File: config.mk
export PLATFORM = sky130hd
export DESIGN_NAME = vend_change_dispenser
export DESIGN_NICKNAME = d
export VERILOG_FILES = /design/src/rtl/vend_pkg.sv /design/src/rtl/vend_ack_watchdog.sv /design/src/rtl/vend_change_dispenser.sv
export SDC_FILE = /design/constraint.sdc
export NUM_CORES = 1
export LEC_CHECK = 0
export BUFFER_PORTS_ARGS = -buffer_cell sky130_fd_sc_hd__buf_2
export CAP_MARGIN = 20
export CORE_MARGIN = 1.5
export CORE_UTILIZATION = 56
export DETAILED_ROUTE_END_ITERATION = 7
export GPL_ROUTABILITY_DRIVEN = 0
export PLACE_DENSITY = 0.88
export SLEW_MARGIN = 20
export SYNTH_ARGS = -nofsm -noshare
export SYNTH_HDL_FRONTEND = slang
export SYNTH_SLANG_ARGS = --single-unit
export TNS_END_PERCENT = 100
File: constraint.sdc
create_clock -name clk -period 4.3 [get_ports clk]
set_input_delay 1.075 -clock clk [delete_from_list [all_inputs] [get_ports clk]]
set_output_delay 1.075 -clock clk [all_outputs]
set_load 0.05 [all_outputs]
File: src/rtl/vend_pkg.sv
// Shared types and constants for the vending change dispenser.
package vend_pkg;

  localparam int AMT_W = 3;

  localparam logic [1:0] HOP_BIG  = 2'b10;
  localparam logic [1:0] HOP_UNIT = 2'b01;
  localparam logic [1:0] HOP_NONE = 2'b00;

  typedef enum logic [2:0] {
    IDLE,
    SELECT,
    WAIT_ACK,
    DONE,
    ERROR
  } state_t;

endpackage

File: src/rtl/vend_ack_watchdog.sv
// Loadable down-counter that flags a hopper that never acknowledges.
// Only instantiated when VEND_CHANGE_TIMEOUT_EN is defined.
module vend_ack_watchdog #(
  parameter int ACK_TIMEOUT = 16
) (
  input  logic clk,
  input  logic rst,
  input  logic load,
  input  logic clear,
  input  logic en,
  output logic expire
);

  localparam int CW = $clog2(ACK_TIMEOUT + 1);

  logic [CW-1:0] count_reg;

  always_ff @(posedge clk or negedge rst) begin
    if (!rst) begin
      count_reg <= '0;
    end else if (clear) begin
      count_reg <= '0;
    end else if (load) begin
      count_reg <= CW'(ACK_TIMEOUT);
    end else if (en && count_reg != '0) begin
      count_reg <= count_reg - 1'b1;
    end
  end

  // Loaded with ACK_TIMEOUT on entry, so the last count is seen in the ACK_TIMEOUT-th waiting cycle.
  assign expire = en && (count_reg == CW'(1));

endmodule

File: src/rtl/vend_change_dispenser.sv
// Pays out change one coin at a time from a two-tube hopper, biggest coin first.
// Optional ack watchdog / err_timeout enabled by defining VEND_CHANGE_TIMEOUT_EN.
module vend_change_dispenser
  import vend_pkg::*;
#(
  parameter int BIG_COIN    = 2,
  parameter int ACK_TIMEOUT = 16
) (
  input  logic             clk,
  input  logic             rst,
  input  logic             change_valid,
  input  logic [AMT_W-1:0] change,
  output logic [1:0]       hop_req,
  input  logic             hop_ack,
  input  logic [1:0]       tube_empty,
  output logic             busy,
  output logic             done,
  output logic [AMT_W-1:0] owed,
  output logic             err_short,
  output logic             err_timeout,
  output logic             pend_ovf
);

  localparam logic [AMT_W-1:0] BIG_VAL  = AMT_W'(BIG_COIN);
  localparam logic [AMT_W-1:0] UNIT_VAL = AMT_W'(1);

  state_t           state_reg, state_next;
  logic [AMT_W-1:0] remaining_reg, remaining_next;
  logic             pend_valid_reg, pend_valid_next;
  logic [AMT_W-1:0] pend_amt_reg, pend_amt_next;
  logic [1:0]       hop_req_reg, hop_req_next;
  logic [AMT_W-1:0] owed_reg, owed_next;
  logic             err_short_reg, err_short_next;
  logic             busy_reg, done_reg, pend_ovf_reg, pend_ovf_next;
  logic             load_amount;
  logic             strobe;
  logic             timeout_hit;

  assign strobe = change_valid && (change != '0);

  always_comb begin
    state_next      = state_reg;
    remaining_next  = remaining_reg;
    pend_valid_next = pend_valid_reg;
    pend_amt_next   = pend_amt_reg;
    hop_req_next    = hop_req_reg;
    owed_next       = owed_reg;
    err_short_next  = err_short_reg;
    pend_ovf_next   = 1'b0;
    load_amount     = 1'b0;

    case (state_reg)
      IDLE: begin
        if (pend_valid_reg) begin
          load_amount     = 1'b1;
          remaining_next  = pend_amt_reg;
          pend_valid_next = 1'b0;
          state_next      = SELECT;
          // The slot frees up this cycle, so a simultaneous strobe takes its place.
          if (strobe) begin
            pend_valid_next = 1'b1;
            pend_amt_next   = change;
          end
        end else if (change_valid) begin
          if (change != '0) begin
            load_amount    = 1'b1;
            remaining_next = change;
            state_next     = SELECT;
          end else begin
            state_next = DONE;
          end
        end
      end
      SELECT: begin
        if (remaining_reg == '0) begin
          state_next = DONE;
        end else if (remaining_reg >= BIG_VAL && !tube_empty[1]) begin
          hop_req_next = HOP_BIG;
          state_next   = WAIT_ACK;
        end else if (!tube_empty[0]) begin
          hop_req_next = HOP_UNIT;
          state_next   = WAIT_ACK;
        end else begin
          err_short_next = 1'b1;
          owed_next      = remaining_reg;
          state_next     = ERROR;
        end
      end
      WAIT_ACK: begin
        if (hop_ack) begin
          remaining_next = remaining_reg - ((hop_req_reg == HOP_BIG) ? BIG_VAL : UNIT_VAL);
          hop_req_next   = HOP_NONE;
          state_next     = SELECT;
        end else if (timeout_hit) begin
          owed_next    = remaining_reg;
          hop_req_next = HOP_NONE;
          state_next   = ERROR;
        end
      end
      DONE: begin
        state_next = IDLE;
      end
      ERROR: begin
        hop_req_next = HOP_NONE;
        state_next   = IDLE;
      end
      default: begin
        hop_req_next = HOP_NONE;
        state_next   = IDLE;
      end
    endcase

    if (state_reg != IDLE && strobe) begin
      if (!pend_valid_reg) begin
        pend_valid_next = 1'b1;
        pend_amt_next   = change;
      end else begin
        pend_ovf_next = 1'b1;
      end
    end

    if (load_amount) begin
      err_short_next = 1'b0;
      owed_next      = '0;
    end
  end

  always_ff @(posedge clk or negedge rst) begin
    if (!rst) begin
      state_reg      <= IDLE;
      remaining_reg  <= '0;
      pend_valid_reg <= 1'b0;
      pend_amt_reg   <= '0;
      hop_req_reg    <= HOP_NONE;
      owed_reg       <= '0;
      err_short_reg  <= 1'b0;
      busy_reg       <= 1'b0;
      done_reg       <= 1'b0;
      pend_ovf_reg   <= 1'b0;
    end else begin
      state_reg      <= state_next;
      remaining_reg  <= remaining_next;
      pend_valid_reg <= pend_valid_next;
      pend_amt_reg   <= pend_amt_next;
      hop_req_reg    <= hop_req_next;
      owed_reg       <= owed_next;
      err_short_reg  <= err_short_next;
      busy_reg       <= (state_next != IDLE);
      done_reg       <= (state_next == DONE);
      pend_ovf_reg   <= pend_ovf_next;
    end
  end

`ifdef VEND_CHANGE_TIMEOUT_EN
  logic wd_load, wd_clear, wd_en, set_timeout;
  logic err_timeout_reg;

  assign wd_load     = (state_reg == SELECT) && (state_next == WAIT_ACK);
  assign wd_clear    = (state_next != WAIT_ACK);
  assign wd_en       = (state_reg == WAIT_ACK);
  assign set_timeout = (state_reg == WAIT_ACK) && timeout_hit && !hop_ack;

  vend_ack_watchdog #(
    .ACK_TIMEOUT(ACK_TIMEOUT)
  ) u_watchdog (
    .clk   (clk),
    .rst   (rst),
    .load  (wd_load),
    .clear (wd_clear),
    .en    (wd_en),
    .expire(timeout_hit)
  );

  always_ff @(posedge clk or negedge rst) begin
    if (!rst) begin
      err_timeout_reg <= 1'b0;
    end else if (load_amount) begin
      err_timeout_reg <= 1'b0;
    end else if (set_timeout) begin
      err_timeout_reg <= 1'b1;
    end
  end

  assign err_timeout = err_timeout_reg;
`else
  assign timeout_hit = 1'b0;
  assign err_timeout = 1'b0;
`endif

  assign hop_req   = hop_req_reg;
  assign busy      = busy_reg;
  assign done      = done_reg;
  assign owed      = owed_reg;
  assign err_short = err_short_reg;
  assign pend_ovf  = pend_ovf_reg;

endmodule

==> results.md, run 1 <==
* Critical path, cell by cell: buf_2
* Share of layout cells above drive strength 1 at 0.319
* Hold path startpoint: pend_amt_reg[0]$_DFF_PN0_
* TritonCTS clock tree: built
* Sw power at 0.000488 W
* Critical Path AT at 0.97 ns
* Resized Gates After CTS at 0
* Origin of the worst setup path: hop_req[0]$_DFFE_PN0P_
* Area Growth Syn to Fin at 11.2%
* Per-cell routed wire length at 14.4 um
* Run status: finished clean
* Largest area contributor in the netlist: dfrtp_1
* Clock sink count at 19
* Yosys reg bits at 19
* Clock power frac at 0.091
* Fill count at 137
* Vias at 796
* Cts hold-fix bufs at 0
* Max Transition Viols Final at 0
* Worst path bufs/invs at 1
* Mapped Nets at 106
* Setup tns final at 0 ns
* Post-CTS setup buffer count at 0
* GRT overflow at 0
* Max VDD drop at 520 uV
* Comb pwr share at 0.560
* Buffers on Ports at 17
* Tightest Pin Transition at 0.658 ns
* Core area at 1750 um2
* Final Net Count at 125
* YS warnings at 0
* Share of the synthesized area in the top cell type at 0.453
* Switching power share of the total at 0.487
* Die Width at 46.3 um
* Placement Cell Area at 1140 um2
* Slowest cell on crit path: dfrtp_1
* Io pins at 19
* Cell internal pwr at 0.000514 W
* Routed Wire Length at 1.99 mm
* Initial core utilization at 0.601
* Worst setup margin at 2.26 ns
* Sequential area share after synthesis at 0.453
* Post-synth ARST share at 1.00
* Fin crit share at 0.475
* Max Cap Viol at 0
* Setup CP Type: register to output pin
* Final design utilization at 0.668
* First-pass GRT wire length at 3.44 mm
* Max incr delay on CP at 0.39 ns
* CP required at 3.22 ns
* Endpoints failing setup at 0
* Pwr/cell area at 860 nW/um2
* Sequential power share at 0.348
* Largest net degree at the start of global routing at 20
* Post-Syn Area at 1050 um2
* Top FF cell, synth: dfrtp_1
* LEAKAGE at 0.572 nW
* Ant diodes at 0
* Root buffer cell: clkbuf_4
* CP endpoint kind: output pin
* Num CTS Buffers at 3
* Design Area, Final at 1170 um2
* Worst Clk Skew at 0.00131 ns
* Vias in the first global route at 781
* Vias/cell at 5.77
* Antenna violations before repair at 0
* Antenna-violating nets left at 0
* Clock-pin slew on the worst setup and hold paths at 0.11 ns
* Die area at 2140 um2
* Startpoint Class: register
* Fin. Hold Viols at 0
* Die height at 46.3 um
* First DRT Iteration DRCs at 19
* RSZ-0062 raised after global routing: false
* Reg2reg start: hop_req[0]$_DFFE_PN0P_
* CP max FO at 3
* Slew Limit Headroom at 0.557
* Clk buf depth at 2
* Overall power at 0.00100 W
* Minimum clock period at 2.04 ns
* Hold Crit Class: register to register
* Synth Instances at 95
* Synth area leaders: dfrtp_1, nor2_1, a22o_1
* Number of enable flip-flop cells after synthesis at 0
* Peak Freq at 489 MHz
* Delay-heaviest family, CP: flip-flops
* Core Rows at 15
* DP Worst Slack at 2.01 ns
* # DRC at 0
* All-Layer GR Usage at 0.230
* Synth unique cells at 44
* Pre-Repair DR Iteration Count at 4
* Clock latency on the worst-skew pair at 0.30 ns
* Htree depth at 1
* Avg Cell Area, Syn at 11.0 um2
* DP HPWL at 1.46 mm
power groups by stage:
| stage | logic (W) | clock network (W) | registers (W) |
|---|---|---|---|
| after global routing | 0.000613 | 0.000105 | 0.000366 |
| after global placement | 0.000539 | 0 | 0.000348 |
| after CTS | 0.000564 | 0.0000942 | 0.000347 |
| after detailed placement | 0.000557 | 0 | 0.000351 |
| after floorplan | 0.000345 | 0 | 0.000454 |
| final | 0.000562 | 0.0000917 | 0.000349 |
area by class of cell:
cell class | instances | area [um2] | share of cell area
Sequential cell | 19 | 475 | 0.408
Multi-Input combinational cell | 67 | 524 | 0.450
Inverter | 6 | 22.5 | 0.0193
Clock inverter | 1 | 5.00 | 0.00429
Clock buffer | 3 | 22.5 | 0.0193
Timing Repair Buffer | 17 | 85.1 | 0.0730
Tap cell | 25 | 31.3 | 0.0268
stage by stage:
| stage | std cells | hold slack [ns] |
|---|---|---|
| final | 138 | 0.496 |
| after global routing | 138 | 0.532 |
| after CTS | 138 | 0.500 |
| after detailed placement | 134 | 0.475 |
| after global placement | 134 | 0.467 |
| after floorplan | 95 | 0.452 |
kinds of logic (layout without fill, tap and decap cells):
logic type	Yosys count	in the layout	share of synthesized area
flip-flops	19	19	0.453
adder cells (fa/ha/maj)	2	2	0.0310
AO/OA/AOI/OAI	24	24	0.197
other	1	1	0.00358
buffers and inverters	9	27	0.0465
AND/OR/NAND/NOR	32	32	0.186
multiplexers	8	8	0.0823
final timing paths:
path / endpoint / slack (ns) / cells after the start
max: hop_req[0] / 2.26 / 1
min: pend_amt_reg[0]$_DFF_PN0_ / 0.50 / 1
max reg2reg: remaining_reg[2]$_DFFE_PN0P_ / 2.51 / 6
min reg2reg: pend_amt_reg[0]$_DFF_PN0_ / 0.50 / 1
max in group asynchronous: state_reg[0]$_DFF_PN0_ / 3.32 / 1
min in group asynchronous: done$_DFF_PN0_ / 0.68 / 1
cell usage after synthesis, drive strengths merged (2+ instances only):
cell type	instances
nand2	4
nor2	13
inv	6
mux2	5
or3	2
o21ai	5
dfrtp	19
a22o	4
buf	2
nor3b	2
nor3	3
a21oi	4
and3	2
mux2i	3
layout by cell type (no fill, tap or decap), drive strengths merged, types with 4 or more instances in the layout:
| cell | instances |
|---|---|
| dfrtp | 19 |
| inv | 6 |
| a21oi | 4 |
| mux2 | 5 |
| nor2 | 13 |
| nand2 | 4 |
| o21ai | 5 |
| buf | 17 |
| a22o | 4 |
per-layer routing:
layer,up-vias,global-route usage,wire length [um]
met3,7,0.0431,91
met5,-,0,0
met4,0,0.131,54
met2,26,0.350,940
met1,385,0.303,902
li1,378,-,-
Note: power is estimated with default switching activity, not from simulation.
==> inputs of run 2 (changes only) <==
--- a/config.mk
+++ b/config.mk
@@ -5,13 +5,14 @@
 export SDC_FILE = /design/constraint.sdc
 export NUM_CORES = 1
 export LEC_CHECK = 0
+export ABC_AREA = 1
 export BUFFER_PORTS_ARGS = -buffer_cell sky130_fd_sc_hd__buf_2
 export CAP_MARGIN = 20
 export CORE_MARGIN = 1.5
-export CORE_UTILIZATION = 56
+export CORE_UTILIZATION = 55
 export DETAILED_ROUTE_END_ITERATION = 7
 export GPL_ROUTABILITY_DRIVEN = 0
-export PLACE_DENSITY = 0.88
+export PLACE_DENSITY = 0.86
 export SLEW_MARGIN = 20
 export SYNTH_ARGS = -nofsm -noshare
 export SYNTH_HDL_FRONTEND = slang
==> constraint.sdc (replaced) <==
create_clock -name clk -period 1.9 [get_ports clk]
set_input_delay 0.475 -clock clk [delete_from_list [all_inputs] [get_ports clk]]
set_output_delay 0.475 -clock clk [all_outputs]
set_load 0.05 [all_outputs]
==> results.md, run 2 <==
* Clock sink count at 19 (unchanged)
* Post-synth ARST share at 1.00 (unchanged)
* Minimum clock period at 1.72 ns
* Per-cell routed wire length at 10.7 um (-26%)
* Synth unique cells at 28 (-36%)
* Hold Crit Class: primary input to async pin
* Placement Cell Area at 1270 um2 (+12%)
* Max Cap Viol at 0 (unchanged)
* Routed Wire Length at 1.95 mm (-1.9%)
* Top FF cell, synth: dfrtp_1
* Htree depth at 1 (unchanged)
* Number of enable flip-flop cells after synthesis at 0 (unchanged)
* GRT overflow at 0 (unchanged)
* Antenna-violating nets left at 0 (unchanged)
* Max Used Layer: met4
* Die height at 49.1 um (+6.2%)
* Delay-heaviest family, CP: adder cells
* Endpoints failing setup at 0 (unchanged)
* Vias in the first global route at 828 (+6.0%)
* Peak Freq at 581 MHz
* Clock-pin slew on the worst setup and hold paths at 0.10 ns (about the same)
* Top cells by count, synth: nand2_1, dfrtp_1, inv_1
* Most frequent cells in the layout: nand2_1, dfrtp_1, buf_2
* DP HPWL at 1.61 mm (+10%)
* Cts hold-fix bufs at 0 (unchanged)
* Worst Clk Skew at 0.00340 ns (+0.00209 ns)
* Design Area, Final at 1300 um2 (+12%)
* Final Net Count at 168 (+34%)
* All-Layer GR Usage at 0.184 (-0.0456)
* # DRC at 0 (unchanged)
* Largest area contributor in the netlist: dfrtp_1
* Die area at 2420 um2 (+13%)
* Synth area leaders: dfrtp_1, nand2_1, nand3_1
* Fin crit share at 0.905
* Pwr/cell area at 1890 nW/um2 (+120%)
* Vias/cell at 4.98 (-14%)
* Largest net degree at the start of global routing at 20 (unchanged)
* Core Rows at 16 (+1)
* Post-CTS setup buffer count at 0 (unchanged)
* Critical path, cell by cell: nor2_1 -> inv_1 -> ha_1 -> fa_1 -> xnor2_1 -> o21ai_1 -> nand3_1 -> nand2_1
* Share of the synthesized area in the top cell type at 0.406 (-0.0475)
* Most numerous cell in the Yosys netlist: nand2_1
* Io pins at 19 (unchanged)
* Slowest cell on crit path: dfrtp_1
* Fin. Hold Viols at 0 (unchanged)
* Clock latency on the worst-skew pair at 0.30 ns (about the same)
* Setup tns final at 0 ns (unchanged)
* Setup CP Type: register to register
* Die Width at 49.1 um (+6.2%)
* Sequential area share after synthesis at 0.406 (-0.0475)
* Max incr delay on CP at 0.40 ns (about the same)
* Num CTS Buffers at 3 (unchanged)
* Initial core utilization at 0.591 (-0.00981)
* Max Transition Viols Final at 0 (unchanged)
* Max VDD drop at 1100 uV (+110%)
* Resized Gates After CTS at 0 (unchanged)
* Buffers on Ports at 17 (unchanged)
* CP endpoint kind: register
* CP required at 2.10 ns (-1.12 ns)
* Worst path bufs/invs at 1 (unchanged)
* Pre-Repair DR Iteration Count at 4 (unchanged)
* Avg Cell Area, Syn at 8.55 um2 (-23%)
* First DRT Iteration DRCs at 22 (+3)
* Post-Syn Area at 1170 um2 (+12%)
* Antenna violations before repair at 0 (unchanged)
* Root buffer cell: clkbuf_4
* Synth Instances at 137 (+44%)
* Startpoint Class: register
* Core area at 1980 um2 (+14%)
* Commonest non-fill, non-tap cell in the layout: nand2_1
* Wl on met1 at 981 um (+8.8%)
* LEAKAGE at 0.687 nW (+20%)
* Ant diodes at 0 (unchanged)
* First-pass GRT wire length at 3.47 mm (+0.99%)
* WL met3 at 64 um (-30%)
* TritonCTS clock tree: built
* DR WL met2 at 881 um (-6.3%)
* Area Growth Syn to Fin at 11.1% (about the same)
* Vias at 911 (+14%)
* Critical Path AT at 1.92 ns (+0.95 ns)
* Fill count at 166 (+21%)
* YS warnings at 0 (unchanged)
* Yosys reg bits at 19 (unchanged)
* Run status: finished clean
* Clk buf depth at 2 (unchanged)
* CP max FO at 3 (unchanged)
* Mapped Nets at 148 (+40%)
* RSZ-0062 raised after global routing: false
* Share of layout cells above drive strength 1 at 0.353 (+0.0340)
-- run 2: changes by cell type in the layout (fill, tap and decap cells not counted), sizes merged, moves of 3 or more --
| cell | delta |
|---|---|
| a22o | -4 |
| inv | +11 |
| mux2 | -5 |
| mux2i | -3 |
| nand2 | +40 |
| nand3 | +15 |
| nand4 | +4 |
| nor2 | +8 |
-- run 2: cells by family after synthesis --
logic type,synth area share
AOI/OAI and AO/OA,0.0737
and+or+nand+nor,0.412
xor gates and xnor gates,0.00748
DFF,0.406
other,0.00320
buffers and inverters,0.0694
adders and majority gates,0.0278
-- run 2: final timing paths --
check                                          start                           end  slack [ns]  cells past startpoint
max in group asynchronous                        rst           owed[2]$_DFFE_PN0P_        1.51                      1
setup reg to reg              hop_req[0]$_DFFE_PN0P_  remaining_reg[2]$_DFFE_PN0P_        0.18                      8
min in group clk                           change[2]     pend_amt_reg[2]$_DFF_PN0_        0.43                      3
hold / removal                                   rst        hop_req[1]$_DFFE_PN0P_        0.09                      1
hold reg to reg            pend_amt_reg[0]$_DFF_PN0_     pend_amt_reg[0]$_DFF_PN0_        0.49                      2
setup / recovery              hop_req[0]$_DFFE_PN0P_  remaining_reg[2]$_DFFE_PN0P_        0.18                      8
-- run 2: cell type report --
type / count / area, um2 / area share
Multi-Input combinational cell: 99 / 614 / 0.472
Timing Repair Buffer: 17 / 85.1 / 0.0654
Inverter: 17 / 66.3 / 0.0510
Tap cell: 27 / 33.8 / 0.0260
Sequential cell: 19 / 475 / 0.365
Clock buffer: 4 / 26.3 / 0.0202
-- run 2: stage by stage --
step / worst slack [ns] / std cells / hold slack, ns / util / power, W
after detailed placement: 0.178 / 179 / 0.435 / 0.643 / 0.00227
after global placement: 0.284 / 179 / 0.431 / 0.643 / 0.00222
after global routing: 0.00448 / 183 / 0.121 / 0.657 / 0.00267
after floorplan: 0.00526 / 137 / 0.179 / - / 0.00200
after CTS: 0.160 / 183 / 0.105 / 0.657 / 0.00247
final: 0.180 / 183 / 0.0934 / 0.657 / 0.00246
-- run 2: power by group --
group | switching [W] | total, W | leakage, nW | internal (W)
clock | 0.000120 | 0.000202 | 0.0150 | 0.0000819
combinational | 0.00102 | 0.00151 | 0.430 | 0.000484
sequential | 0.000165 | 0.000747 | 0.242 | 0.000582
-- run 2: layer usage --
layer / track usage / up-vias
met5: 0 / -
met4: 0.0571 / 0
met3: 0.0276 / 3
met2: 0.293 / 21
met1: 0.260 / 416
li1: - / 471
